## config.mk

```make
export PLATFORM = sky130hd
export DESIGN_NAME = clk_period_meter_flat
export DESIGN_NICKNAME = d
export VERILOG_FILES = /design/src/rtl/clk_period_meter_if.sv /design/src/rtl/clk_period_meter.sv /design/src/flat_wrapper.sv
export SDC_FILE = /design/constraint.sdc
export NUM_CORES = 1
export LEC_CHECK = 0
export BUFFER_PORTS_ARGS = -buffer_cell sky130_fd_sc_hd__buf_4
export CAP_MARGIN = 10
export CELL_PAD_IN_SITES_DETAIL_PLACEMENT = 1
export CELL_PAD_IN_SITES_GLOBAL_PLACEMENT = 2
export CORE_MARGIN = 10
export CORE_UTILIZATION = 30
export DETAILED_ROUTE_END_ITERATION = 12
export PLACE_DENSITY_LB_ADDON = 0.1
export SETUP_SLACK_MARGIN = 0.4
export SYNTH_ARGS = -nofsm -noshare
export SYNTH_HDL_FRONTEND = slang
export SYNTH_SLANG_ARGS = --single-unit
```

## constraint.sdc

```tcl
create_clock -name inClk -period 2.1 [get_ports inClk]
set_input_delay 0.315 -clock inClk [delete_from_list [all_inputs] [get_ports inClk]]
set_output_delay 0.315 -clock inClk [all_outputs]
set_load 0.05 [all_outputs]
```

## src/rtl/clk_period_meter_if.sv

```systemverilog
// rtl/clk_period_meter_if.sv - measured-signal input and result bundle for clk_period_meter
//
// Purpose: carries the measured signal into the meter and its results back out.
// Signals:
//   sigIn      measured signal, asynchronous to the meter clock
//   periodOut  last measured period, in meter clock cycles
//   highOut    meter clock cycles sigIn was high within that period
//   validOut   one-cycle pulse when periodOut/highOut update
//   riseOut    one-cycle pulse per detected rising edge of sigIn
//   stuckOut   level, no rising edge seen for the timeout interval
// Modports:
//   master  the meter (drives results, receives sigIn)
//   slave   the user of the results (drives sigIn, receives results)
interface clk_period_meter_if #(
  parameter int CNT_W = 16
);
  logic             sigIn;
  logic [CNT_W-1:0] periodOut;
  logic [CNT_W-1:0] highOut;
  logic             validOut;
  logic             riseOut;
  logic             stuckOut;

  modport master (
    input  sigIn,
    output periodOut,
    output highOut,
    output validOut,
    output riseOut,
    output stuckOut
  );

  modport slave (
    output sigIn,
    input  periodOut,
    input  highOut,
    input  validOut,
    input  riseOut,
    input  stuckOut
  );
endinterface

```

## src/rtl/clk_period_meter.sv

```systemverilog
// rtl/clk_period_meter.sv - period, high-time and stuck detection for a slow input clock
//
// Purpose: synchronises sigIn into the inClk domain, measures the distance
// between successive rising edges and the number of high cycles in between,
// and flags an input that stops toggling.
// Ports:
//   inClk    system clock, all logic on its rising edge
//   inRst_n  asynchronous active-low reset
//   mif      clk_period_meter_if master modport (sigIn in; periodOut,
//            highOut, validOut, riseOut, stuckOut out)
// Parameters:
//   CNT_W        counter and result width
//   SYNC_STAGES  synchroniser depth, at least 2
//   TIMEOUT      cycles without a rising edge before stuck, < 2**CNT_W
module clk_period_meter #(
  parameter int CNT_W       = 16,
  parameter int SYNC_STAGES = 2,
  parameter int TIMEOUT     = 65535
) (
  input  logic                 inClk,
  input  logic                 inRst_n,
  clk_period_meter_if.master   mif
);

  typedef enum logic {
    IDLE,
    MEASURE
  } state_t;

  localparam logic [CNT_W-1:0] TIMEOUT_C = CNT_W'(TIMEOUT);
  localparam logic [CNT_W-1:0] ONE_C     = CNT_W'(1);

  logic [SYNC_STAGES-1:0] sync_q, sync_d;
  logic                   p_q, p_d;
  state_t                 state_q, state_d;
  logic [CNT_W-1:0]       cnt_q, cnt_d;
  logic [CNT_W-1:0]       high_cnt_q, high_cnt_d;
  logic [CNT_W-1:0]       period_q, period_d;
  logic [CNT_W-1:0]       high_q, high_d;
  logic                   valid_q, valid_d;
  logic                   stuck_q, stuck_d;

  logic s;
  logic rise;

  // Oldest synchroniser stage is the only one the rest of the design sees.
  assign s    = sync_q[SYNC_STAGES-1];
  assign rise = s & ~p_q;

  always_comb begin
    sync_d     = {sync_q[SYNC_STAGES-2:0], mif.sigIn};
    p_d        = s;
    state_d    = state_q;
    cnt_d      = cnt_q;
    high_cnt_d = high_cnt_q;
    period_d   = period_q;
    high_d     = high_q;
    valid_d    = 1'b0;
    stuck_d    = stuck_q;

    unique case (state_q)
      IDLE: begin
        // First edge only arms the meter; the partial period before it is
        // never reported.
        cnt_d      = '0;
        high_cnt_d = '0;
        if (rise) begin
          state_d    = MEASURE;
          cnt_d      = ONE_C;
          high_cnt_d = ONE_C;
          stuck_d    = 1'b0;
        end
      end

      MEASURE: begin
        if (rise) begin
          // A rise on the timeout cycle still counts as a normal capture.
          period_d   = cnt_q;
          high_d     = high_cnt_q;
          valid_d    = 1'b1;
          cnt_d      = ONE_C;
          high_cnt_d = ONE_C;
        end else if (cnt_q == TIMEOUT_C) begin
          state_d    = IDLE;
          stuck_d    = 1'b1;
          cnt_d      = '0;
          high_cnt_d = '0;
        end else begin
          cnt_d      = cnt_q + ONE_C;
          high_cnt_d = high_cnt_q + CNT_W'(s);
        end
      end

      default: begin
        state_d = IDLE;
      end
    endcase
  end

  always_ff @(posedge inClk or negedge inRst_n) begin
    if (!inRst_n) begin
      sync_q     <= '0;
      p_q        <= 1'b0;
      state_q    <= IDLE;
      cnt_q      <= '0;
      high_cnt_q <= '0;
      period_q   <= '0;
      high_q     <= '0;
      valid_q    <= 1'b0;
      stuck_q    <= 1'b0;
    end else begin
      sync_q     <= sync_d;
      p_q        <= p_d;
      state_q    <= state_d;
      cnt_q      <= cnt_d;
      high_cnt_q <= high_cnt_d;
      period_q   <= period_d;
      high_q     <= high_d;
      valid_q    <= valid_d;
      stuck_q    <= stuck_d;
    end
  end

  assign mif.periodOut = period_q;
  assign mif.highOut   = high_q;
  assign mif.validOut  = valid_q;
  assign mif.riseOut   = rise;
  assign mif.stuckOut  = stuck_q;

endmodule

```

## src/flat_wrapper.sv

```systemverilog
// flat-port wrapper written by rule: the top's interface ports become plain ports
module clk_period_meter_flat 
#(
  parameter int CNT_W       = 16,
  parameter int SYNC_STAGES = 2,
  parameter int TIMEOUT     = 65535
)
  (inClk, inRst_n, mif_sigIn, mif_periodOut, mif_highOut, mif_validOut, mif_riseOut, mif_stuckOut);
  clk_period_meter_if #(.CNT_W(CNT_W)) mif_i ();
  input  logic inClk;
  input  logic inRst_n;
  input wire logic [$bits(mif_i.sigIn)-1:0] mif_sigIn;
  output wire logic [$bits(mif_i.periodOut)-1:0] mif_periodOut;
  output wire logic [$bits(mif_i.highOut)-1:0] mif_highOut;
  output wire logic [$bits(mif_i.validOut)-1:0] mif_validOut;
  output wire logic [$bits(mif_i.riseOut)-1:0] mif_riseOut;
  output wire logic [$bits(mif_i.stuckOut)-1:0] mif_stuckOut;
  assign mif_i.sigIn = mif_sigIn;
  assign mif_periodOut = mif_i.periodOut;
  assign mif_highOut = mif_i.highOut;
  assign mif_validOut = mif_i.validOut;
  assign mif_riseOut = mif_i.riseOut;
  assign mif_stuckOut = mif_i.stuckOut;
  clk_period_meter #(.CNT_W(CNT_W), .SYNC_STAGES(SYNC_STAGES), .TIMEOUT(TIMEOUT)) u_core (.inClk(inClk), .inRst_n(inRst_n), .mif(mif_i));
endmodule
```

After elaboration in Yosys (flattened, before gate mapping):

Cells that the tools add are included.

* $add $sub $neg: 2
* equality and inequality tests: 4
* mux-type cells: 16
* bitwise gates (word level): 3
* reductions and logical operators: 2

Operators by type and width (number)
* 2-to-1 mux 16 bit: 4
* case mux 16 bit (2 select lines): 2
* adder 16 x 1 -> 16 bit: 1
* adder 16 x 1 -> 16 bit (second input constant): 1
* equality test 16 bit (second input constant): 1
* 2-to-1 mux 1 bit: 8
* != test 2 bit (second input constant): 3
* case mux 1 bit (2 select lines): 2
* AND reduction 3 bit: 1
* NOT 1 bit: 2
* AND reduction 2 bit: 1
* AND 1 bit: 1

* flip-flop bits (word level): 70
* bits of input ports: 3
* logic and storage cells: 36

Longest topological paths before layout:

* word-level depth: 4
* gate-level depth with buffers: 7

Worst setup path before layout:

No wires, ideal clock.

* path kind: register to register
* start: register u_core.p_q
* end: register u_core.high_q[0] (netlist: u_core.mif.highOut[0])
* arrival: 1838 ps
* required time: 1975 ps
* setup slack: 138 ps
* cell stages (with the launch flop): 7
* period minus slack after synthesis: 1962 ps
* path through: dfrtp_1 -> nand2b_1 -> inv_1 -> ha_1 -> clkbuf_1 -> buf_2 -> mux2_2

* longest elaborated chain between the ends: 3

Ends and longest elaborated chain
* from (decl): line clk_period_meter.sv:34 `logic p_q, p_d;`
* from (signal assigned): line clk_period_meter.sv:113 `p_q <= p_d;`
* NOT 1 bit: line clk_period_meter.sv:48 `assign rise = s & ~p_q;`
* AND 1 bit: line clk_period_meter.sv:48
* named net mif_riseOut: line flat_wrapper.sv:16 `output wire logic [$bits(mif_i.riseOut)-1:0] mif_riseOut;`
* AND reduction 2 bit (no line)
* to (signal assigned): line clk_period_meter.sv:118 `high_q <= high_d;`
* to (decl): line clk_period_meter.sv:39 `logic [CNT_W-1:0] high_q, high_d;`

The timed path passes the listed nets, and every way through them passes these cells.
A chain may end at the register's enable or synchronous reset.

Final worst setup path:

* start: register u_core.cnt_q[0]
* end: register u_core.high_cnt_q[13]

* longest elaborated chain between the ends: 4

Ends and longest elaborated chain
* from (decl): line clk_period_meter.sv:36 `logic [CNT_W-1:0] cnt_q, cnt_d;`
* from (signal assigned): line clk_period_meter.sv:115 `cnt_q <= cnt_d;`
* equality test 16 bit: line clk_period_meter.sv:83 `end else if (cnt_q == TIMEOUT_C) begin`
* 2-to-1 mux 16 bit: line clk_period_meter.sv:83
* 2-to-1 mux 16 bit: line clk_period_meter.sv:76 `if (rise) begin`
* case mux 16 bit (2 select lines): line clk_period_meter.sv:61 `unique case (state_q)`
* named net u_core.high_cnt_d[13]: line clk_period_meter.sv:37 `logic [CNT_W-1:0] high_cnt_q, high_cnt_d;`
* to (signal assigned): line clk_period_meter.sv:116 `high_cnt_q <= high_cnt_d;`
* to (decl): line clk_period_meter.sv:37

The timed path passes the listed nets, and every way through them passes these cells.

==> summary.txt <==
=====================================================================================
Run status                                                               complete, no violations
Avg Inst Size Synth                                                         12.6 um^2
Instance count of the mapped netlist                                              236
Critical R2R Launch                                                      u_core.cnt_q[0]
Synth Net Count                                                                   243
Reg clk slew, reported paths                                                  0.08 ns
Post-Synthesis Cell Area                                                    2970 um^2
Sequential power share                                                          0.481
Overall die area                                                          14,300 um^2
Register-to-register path setup slack                                         0.49 ns
Violation count after the first detailed-route iteration                           56
Tot GR Track Use                                                               0.0982
Antenna diode instance count                                                        0
Share of final-layout standard cells stronger than drive strength 1             0.359
Max Clock Freq                                                                623 MHz
Unrepaired setup endpoints after global routing                                    no
Crit share post-route                                                           0.765
Vias after detailed routing                                                     1,917
Startpoint-to-endpoint class of the critical path                        flop to flop
Most frequent standard cell in the layout excluding fill and tap cells   sky130_fd_sc_hd__dfrtp_1
CP required                                                                   2.33 ns
Max-slew violations                                                                 0
Number of sinks handled by clock tree synthesis                                    70
Critical R2R Capture                                                     u_core.high_cnt_q[13]
Crit path DAT                                                                 1.84 ns
First-pass DRT Iterations                                                           4
Core area                                                                   9680 um^2
Initial Utilization                                                             0.306
Clock Power Share                                                               0.319
Static power due to leakage                                                   1.76 nW
Sum of negative setup slack                                                      0 ns
Post-route clock skew                                                      0.00666 ns
Worst R2R Path Depth                                                                6
H-Tree Depth                                                                        3
Chip Width                                                                     119 um
CTS Root Cell                                                            sky130_fd_sc_hd__clkbuf_8
# setup viols final                                                                 0
Antenna viol nets, final                                                            0
Area added between synthesis and finish                                         24.9%
Vert. Die Dim                                                                  119 um
Period minus WS final                                                         1.61 ns
Via count of the first global-routing pass                                      2,102
Pin count of the biggest net entering global routing                               39
Final estimated routing congestion in global placement                          0.739
TritonCTS clock tree                                                            built
Peak VDD IR                                                                  0.470 mV
Clock latency on the worst-skew pair                                          0.34 ns
Switching power                                                               1.06 mW
Final routed DRC violation total                                                    0
Vias per cell                                                                    4.53
First-pass GRT wire length                                                  11,300 um
Worst Hold End                                                           u_core.sync_q[0]
Final Hold Fails                                                                    0
Tightest Pin Transition                                                      0.455 ns
Sequential element share of the synthesized area                                0.591
Number of distinct library cells after synthesis                                   29
Cell-by-cell trace of the critical path                                  ha_4 > and3_4 > nand3_4 > o21bai_4 > clkbuf_16 > nor2_1
Headroom to the max-slew limit                                                  0.696
Largest incremental delay on the critical path                                0.43 ns
Flip-flop and latch count after synthesis                                          70
IO Pins                                                                            38
Type of origin of the critical path                                              flop
Slowest cell on the critical path                                        sky130_fd_sc_hd__dfrtp_1
Buffers on Ports                                                                   37
Detailed placer's ending HPWL                                                 4430 um
Total number of yosys warnings                                                      0
Clock Tree Buf Depth                                                                2
Most frequent cells in the layout                                        70 x sky130_fd_sc_hd__dfrtp_1, 44 x sky130_fd_sc_hd__buf_4, 32 x sky130_fd_sc_hd__mux2_2
Mean routed wirelength per cell                                               15.9 um
Total Routed Length                                                           6710 um
Power consumption                                                             3.31 mW
Worst hold path cell count                                                          1
Standard-cell row count                                                            36
Final nets                                                                        292
Cell internal pwr                                                             2.26 mW
Final global-route overflow total                                                   0
Switching fraction of total power                                               0.319
Power density normalized to cell area                                     895 nW/um^2
Antenna violations before repair                                                    0
Power share of the combinational group                                          0.200
Critical Path Sink Type                                                          flop
Maximum fanout count along the critical path                                       12
Worst Hold Launch                                                           mif_sigIn
CTS buffer count                                                                    9
Hold Path Class                                                          primary input to flop
Reported max-cap violation count                                                    0
=====================================================================================
-- power groups by stage --
stage / registers [mW] / logic (mW) / clock network, mW
5_1_grt: 1.62 / 0.721 / 1.17
2_1_floorplan: 1.82 / 0.206 / 0
6_report: 1.59 / 0.663 / 1.06
3_3_place_gp: 1.61 / 0.651 / 0
3_5_place_dp: 1.62 / 0.653 / 0
4_1_cts: 1.59 / 0.658 / 1.11
-- routing by layer --
metal | up-vias | share of wire | global-route usage
li1 | 908 | - | -
met1 | 967 | 0.51 | 0.134
met2 | 31 | 0.43 | 0.139
met3 | 11 | 0.038 | 0.0255
met4 | 0 | 0.020 | 0.0520
met5 | - | 0 | 0
-- flip-flops by register name (all words and copies together), names as in the netlist --
| register | count |
|---|---|
| u_core.cnt_q | 16 |
| u_core.high_cnt_q | 16 |
| u_core.mif.highOut | 16 |
| u_core.mif.periodOut | 16 |
| u_core.mif.stuckOut | 1 |
| u_core.mif.validOut | 1 |
| u_core.p_q | 1 |
| u_core.state_q | 1 |
| u_core.sync_q | 2 |
-- cell usage after synthesis, drive strengths merged --
cell     count  share of area
clkbuf       3         0.0038
buf          8          0.023
and3         4         0.0084
o2111ai      1         0.0030
and4         4          0.012
nand4       13          0.027
nor3         2         0.0034
nand3        8          0.018
xnor2        9          0.027
a21oi        1         0.0017
o22a         1         0.0030
nor2        28          0.035
dfrtp       70           0.59
nor4         5          0.011
and2         1         0.0021
o21bai       1         0.0063
or3          1         0.0021
or4          1         0.0025
o21ai        4         0.0068
nand2b       1         0.0021
nand2       11          0.014
inv          5         0.0063
ha           4          0.017
mux2        32           0.12
xor2        18          0.053
-- repair_timing --
action	4_1_cts	5_1_grt
buffers inserted	0	4
gates resized for setup	1	5
pin swaps	0	2
gates cloned	0	1
hold buffers	1	0
endpoints found under the setup margin	28	29
endpoints found under the hold margin	32	0
-- logic make-up after synthesis --
group / synth area share
AND/OR/NAND/NOR: 0.138
flip-flops: 0.591
multiplexers: 0.122
XOR/XNOR: 0.0797
buffers and inverters: 0.0329
AO/OA/AOI/OAI: 0.0207
adder cells (fa/ha/maj): 0.0169
-- worst max-delay path, delay by kind of cell (launching register included) --
family,cells,cell delay [ns]
buf+inv,1,0.22
simple gates,3,0.41
fa+ha+maj,1,0.17
flops,1,0.43
compound gates,1,0.27
-- area by class of cell --
cell class / count / area [um^2]
Timing Repair Buffer: 49 / 425
Clock inverter: 7 / 65.1
Fill cell: 1078 / 5980
Clock buffer: 9 / 124
Tap cell: 133 / 166
Inverter: 5 / 22.5
Sequential cell: 70 / 1750
Multi-Input combinational cell: 150 / 1150
-- worst max-delay path by stage --
stage	from	to	depth (start not counted)	slack, ns
2_1_floorplan	u_core.sync_q[1]	u_core.mif.highOut[0]	6	0.39
3_3_place_gp	u_core.cnt_q[0]	u_core.high_cnt_q[7]	6	0.43
3_5_place_dp	u_core.cnt_q[0]	u_core.high_cnt_q[1]	6	0.38
4_1_cts	u_core.cnt_q[0]	u_core.high_cnt_q[10]	6	0.44
5_1_grt	u_core.cnt_q[0]	u_core.cnt_q[2]	6	0.42
6_report	u_core.cnt_q[0]	u_core.high_cnt_q[13]	6	0.49
-- stage by stage --
step                setup slack, ns  cell area, um^2  cells  hold slack [ns]   util
floorplan                     0.387             2990    236           0.0194      -
global placement              0.429             3430    401            0.303  0.354
detailed placement            0.382             3430    401            0.302  0.354
CTS                           0.439             3630    418           0.0608  0.375
global route                  0.418             3700    423           0.0655  0.383
finish                        0.494             3700    423           0.0804  0.383
(Power assumes the default switching activity.)
